$ cat src/rtl/wt_dcache_flush_seq.sv
// -----------------------------------------------------------------------------
// wt_dcache_flush_seq
//
// Flush/invalidate sequencer for the write-through L1 dcache. A flush request
// blocks new read-controller misses, waits for the write buffer and the miss
// unit to drain, walks every cache index through the shared cacheline write
// port to clear all valid bits, and then emits a single-cycle acknowledge.
// If the cache is disabled when the drain completes, the walk is skipped.
//
// Ports:
//   clk_i, rst_i       clock, synchronous active-high reset
//   flush_i            flush request, held by the requester until the ack
//   flush_ack_o        one-cycle flush-done pulse
//   busy_o             sequencer is not idle
//   rd_block_o         stall read controllers (DRAIN and INV)
//   cache_en_i         cache enable from the CSR path
//   wbuffer_empty_i    write buffer empty
//   miss_pending_i     miss unit has outstanding transactions
//   wr_cl_vld_o        cacheline write request
//   wr_cl_ack_i        cacheline write port grant; the write lands on vld & ack
//   wr_cl_we_o         way enables (all ways while writing)
//   wr_cl_idx_o        index being invalidated
//   wr_vld_bits_o      valid bits written (always zero)
//   flush_cycles_o     cycles spent in the most recent flush (optional)
//
// Optional feature: define WT_DCACHE_FLUSH_PERF_EN to add flush_cycles_o, a
// saturating count of cycles in DRAIN, INV and DONE for the latest flush.
// -----------------------------------------------------------------------------
module wt_dcache_flush_seq #(
    parameter int unsigned NumSets  = 256,
    parameter int unsigned IdxWidth = 8,
    parameter int unsigned SetAssoc = 8
) (
    input  logic                clk_i,
    input  logic                rst_i,
    input  logic                flush_i,
    output logic                flush_ack_o,
    output logic                busy_o,
    output logic                rd_block_o,
    input  logic                cache_en_i,
    input  logic                wbuffer_empty_i,
    input  logic                miss_pending_i,
    output logic                wr_cl_vld_o,
    input  logic                wr_cl_ack_i,
    output logic [SetAssoc-1:0] wr_cl_we_o,
    output logic [IdxWidth-1:0] wr_cl_idx_o,
    output logic [SetAssoc-1:0] wr_vld_bits_o
`ifdef WT_DCACHE_FLUSH_PERF_EN
    ,
    output logic [31:0]         flush_cycles_o
`endif
);

    typedef enum logic [1:0] {
        IDLE  = 2'd0,
        DRAIN = 2'd1,
        INV   = 2'd2,
        DONE  = 2'd3
    } state_e;

    localparam logic [IdxWidth-1:0] LastIdx = IdxWidth'(NumSets - 1);

    state_e              state_q, state_d;
    logic [IdxWidth-1:0] cnt_q, cnt_d;

    // Next-state and output decode. Outputs depend only on the registered
    // state and index counter, so flush_i never reaches an output directly.
    always_comb begin
        // NOTE: every signal driven here gets a default first, so no path
        // through the case statement can leave one unassigned and infer a latch.
        state_d       = state_q;
        cnt_d         = cnt_q;
        flush_ack_o   = 1'b0;
        busy_o        = 1'b0;
        rd_block_o    = 1'b0;
        wr_cl_vld_o   = 1'b0;
        wr_cl_we_o    = '0;
        wr_cl_idx_o   = '0;
        wr_vld_bits_o = '0;

        unique case (state_q)
            IDLE: begin
                if (flush_i) state_d = DRAIN;
            end

            DRAIN: begin
                busy_o     = 1'b1;
                rd_block_o = 1'b1;
                // A disabled cache is never looked up, so its contents need
                // no invalidation; go straight to the acknowledge.
                if (wbuffer_empty_i && !miss_pending_i) begin
                    state_d = cache_en_i ? INV : DONE;
                end
            end

            INV: begin
                busy_o      = 1'b1;
                rd_block_o  = 1'b1;
                wr_cl_vld_o = 1'b1;
                wr_cl_we_o  = '1;
                wr_cl_idx_o = cnt_q;
                // Advance only on a granted write; without a grant the request
                // stays put so the miss unit can finish its own write first.
                if (wr_cl_ack_i) begin
                    if (cnt_q == LastIdx) begin
                        cnt_d   = '0;
                        state_d = DONE;
                    end else begin
                        cnt_d = cnt_q + IdxWidth'(1);
                    end
                end
            end

            DONE: begin
                busy_o      = 1'b1;
                flush_ack_o = 1'b1;
                state_d     = IDLE;
            end

            default: state_d = IDLE;
        endcase
    end

    always_ff @(posedge clk_i) begin
        // NOTE: sequential state uses non-blocking assignments so every
        // register samples its pre-edge value, independent of statement order.
        if (rst_i) begin
            state_q <= IDLE;
            cnt_q   <= '0;
        end else begin
            state_q <= state_d;
            cnt_q   <= cnt_d;
        end
    end

`ifdef WT_DCACHE_FLUSH_PERF_EN
    logic [31:0] perf_q, perf_d;

    // Restart on the IDLE->DRAIN edge, count every non-idle cycle, and hold
    // the final value in IDLE so software can read it after the ack.
    always_comb begin
        perf_d = perf_q;
        if (state_q == IDLE) begin
            if (state_d == DRAIN) perf_d = '0;
        end else if (perf_q != 32'hFFFF_FFFF) begin
            perf_d = perf_q + 32'd1;
        end
    end

    always_ff @(posedge clk_i) begin
        if (rst_i) perf_q <= '0;
        else       perf_q <= perf_d;
    end

    assign flush_cycles_o = perf_q;
`endif

endmodule

$ cat config.mk
export PLATFORM = sky130hd
export DESIGN_NAME = wt_dcache_flush_seq
export DESIGN_NICKNAME = d
export VERILOG_FILES = /design/src/rtl/wt_dcache_flush_seq.sv
export SDC_FILE = /design/constraint.sdc
export NUM_CORES = 1
export LEC_CHECK = 0
export CORE_MARGIN = 3
export CORE_UTILIZATION = 37
export CTS_CLUSTER_DIAMETER = 200
export CTS_CLUSTER_SIZE = 20
export DETAILED_ROUTE_END_ITERATION = 8
export PLACE_DENSITY = 0.77
export SETUP_SLACK_MARGIN = 0.05
export SLEW_MARGIN = 0
export SYNTH_ARGS = -nofsm -noshare
export SYNTH_HDL_FRONTEND = slang
export SYNTH_SLANG_ARGS = --single-unit
$ cat constraint.sdc
create_clock -name clk_i -period 5.4 [get_ports clk_i]
set_clock_uncertainty 0.1 [all_clocks]
set_input_delay 1.08 -clock clk_i [delete_from_list [all_inputs] [get_ports clk_i]]
set_output_delay 1.08 -clock clk_i [all_outputs]
set_load 0.02 [all_outputs]
==> flow_summary_export.csv <==
group,metric,value,unit
sta,min_period_over_period,61.0,%
layout,fillCellCount,172,
clocking,cts-root-buf,"clkbuf_4",
layout,drive_above_1_share,5.66,%
clocking,hold_buffers,0,
grt,antenna_found_initial,0,
clocking,cts.sinks,10,
routing,drt_iter0_markers,6,
power,finalPower,0.375,mW
power,vdd_drop_max,0.258,mV
synth,synth_area,721,µm²
worst_hold_path,hold_path.class,"reg -> reg",
power,powerDensity,402,nW/µm²
run,maxCapViolCount,0,
place,placedCellCount,128,
routing,detail_route.wl_per_cell,11.3,µm
routing,vias,577,
floorplan,coreArea,1780,µm²
sta,grt_setup_unrepaired,"no",
power,p_leak,0.359,nW
routing,wirelength,1.48,mm
routing,ant_nets,0,
sta,finalSetupViolations,0,
synth,ys_types,24,
critical_path,cp_max_fo,21,
synth,yosys_warnings,0,
routing,via_per_inst,4.40,
routing,dr.pass1.iters,4,
synth,synth_seq_cells,10,
critical_path,endpoint_kind,"output pin",
critical_path,setup.worst_path.start,"state_q[0]",
layout,synthToLayoutAreaGrowth,29.5,%
critical_path,required,4.22,ns
floorplan,pin_count,35,
clocking,cts_setup_buffers,0,
clocking,clockBufferDepth,2,
grt,track_usage,12.3,%
clocking,cts_resized,0,
sta,min_period,3.29,ns
synth,ys_seq_area_share,27.8,%
clocking,tritoncts,"done",
floorplan,rows,15,
layout,multiInputGateArea,400,µm²
floorplan,dieArea,2510,µm²
place,place.gp.congestion,0.753,
place,place_ws,2.39,ns
layout,seqCellArea,200,µm²
synth,netlist_instances,88,
critical_path,worstSetupPathType,"reg -> out",
grt,grt_max_degree,22,
grt,overflow,0,
sta,slew_headroom,61.0,%
critical_path,start_kind,"register",
synth,synth_area_per_cell,8.19,µm²
sta,setup_tns,0,ns
clocking,cts_buffers,3,
floorplan,die_h,50.1,µm
sta,fmax,304,MHz
grt,grt_pass1_wl,2.39,mm
clocking,cts_max_level,1,
place,hpwl,1.19,mm
layout,layout_commonest_cell,"clkdlybuf4s50_1",
place,port_buffers,26,
layout,postLayoutCoreUtil,52.4,%
grt,grt_pass1_vias,514,
sta,layout_setup_ws,2.11,ns
clocking,cts.clk_slew.worst_paths,0.06,ns
routing,drc,0,
layout,mostFrequentLayoutCells,"clkdlybuf4s50_1 (26), nor2_1 (10), dfxtp_1 (10), and2_1 (8), conb_1 (8)",
sta,slew_viol_final,0,
floorplan,die_x,50.1,µm
sta,hold_viol_final,0,
layout,nets,120,
sta,worstMarginPinSlew,0.586,ns
worst_hold_path,hp-start,"state_q[1]",
critical_path,r2r_start,"state_q[0]",
outcome,outcome,"completed",
layout,n_antenna_cell,0,
clocking,clk-insertion-delay-late,0.26,ns
layout,fin_cells,131,
floorplan,initial_core_util,40.4,%
critical_path,critPathArrivalTime,2.11,ns
==> power breakdown <==
part	total [mW]	internal, mW	switching (mW)
registers	0.0926	0.0825	0.0101
clock network	0.0506	0.0258	0.0249
logic	0.232	0.105	0.127
total	0.375	0.213	0.162
==> cell type report <==
cell class | count | share of cell area (%)
multi-input cells | 62 | 42.9
clock buffers | 3 | 2.41
inverters | 5 | 2.01
repair buffers | 26 | 27.9
well taps | 25 | 3.35
flip-flops and latches | 10 | 21.4
==> per-stage QoR <==
step                      cell area, µm²  hold slack, ns
after detailed placement             911           0.421
after global placement               911           0.406
after global routing                 933           0.448
final                                933           0.426
after floorplan                      747           0.384
after CTS                            933           0.429
==> state kept, by name, summed over array words and instances, names as in the netlist <==
name / cells
state_q: 2
cnt_q: 8
==> cells by family (layout without fill, tap and decap cells) <==
family	after synthesis	after routing	synth area share, %
buffers and inverters	23	34	20.3
XOR/XNOR	7	7	8.51
AO/OA/AOI/OAI	6	6	7.12
multiplexers	2	2	2.78
flip-flops	10	10	27.8
AND/OR/NAND/NOR	34	34	24.3
adder cells (fa/ha/maj)	5	5	8.68
other	1	8	0.520
==> synthesized netlist by cell type <==
cell,instances,share of area (%)
buf_4,16,17
dfxtp_1,10,28
nor2_1,10,5.2
and2_1,8,6.9
ha_1,5,8.7
inv_1,5,2.6
nand2_1,4,2.1
nand4_1,4,3.5
xnor2_1,4,4.9
nand2b_1,3,2.6
xor2_1,3,3.6
clkbuf_1,2,1.0
mux2i_1,2,2.8
nor3_1,2,1.4
a21oi_1,1,0.69
a221o_1,1,1.4
a221oi_2,1,2.1
and2_2,1,1.0
conb_1,1,0.52
nand3_1,1,0.69
o21a_1,1,1.0
o21bai_1,1,1.0
o22ai_1,1,0.87
or2_2,1,0.87
==> worst paths after layout <==
kind | slack, ns | cells past startpoint | endpoint
max reg2reg | 3.32 | 6 | cnt_q[0]
min | 0.43 | 2 | state_q[1]
min reg2reg | 0.43 | 2 | state_q[1]
max | 2.11 | 4 | wr_cl_idx_o[5]
==> critical path, stage by stage, from the launching register on <==
cell and delay (ns):
dfxtp_1 0.35, inv_1 0.12, ha_1 0.55, and2_2 0.23
clkdlybuf4s50_1 0.59
==> per-layer routing <==
layer	up-vias	part of all wire (%)	track usage, %
met5	-	0	0
met1	252	41	13.9
met2	26	50	21.5
met3	2	8.2	4.75
met4	0	0.88	2.76
li1	297	-	-
Note: power is estimated with default switching activity, not from simulation.
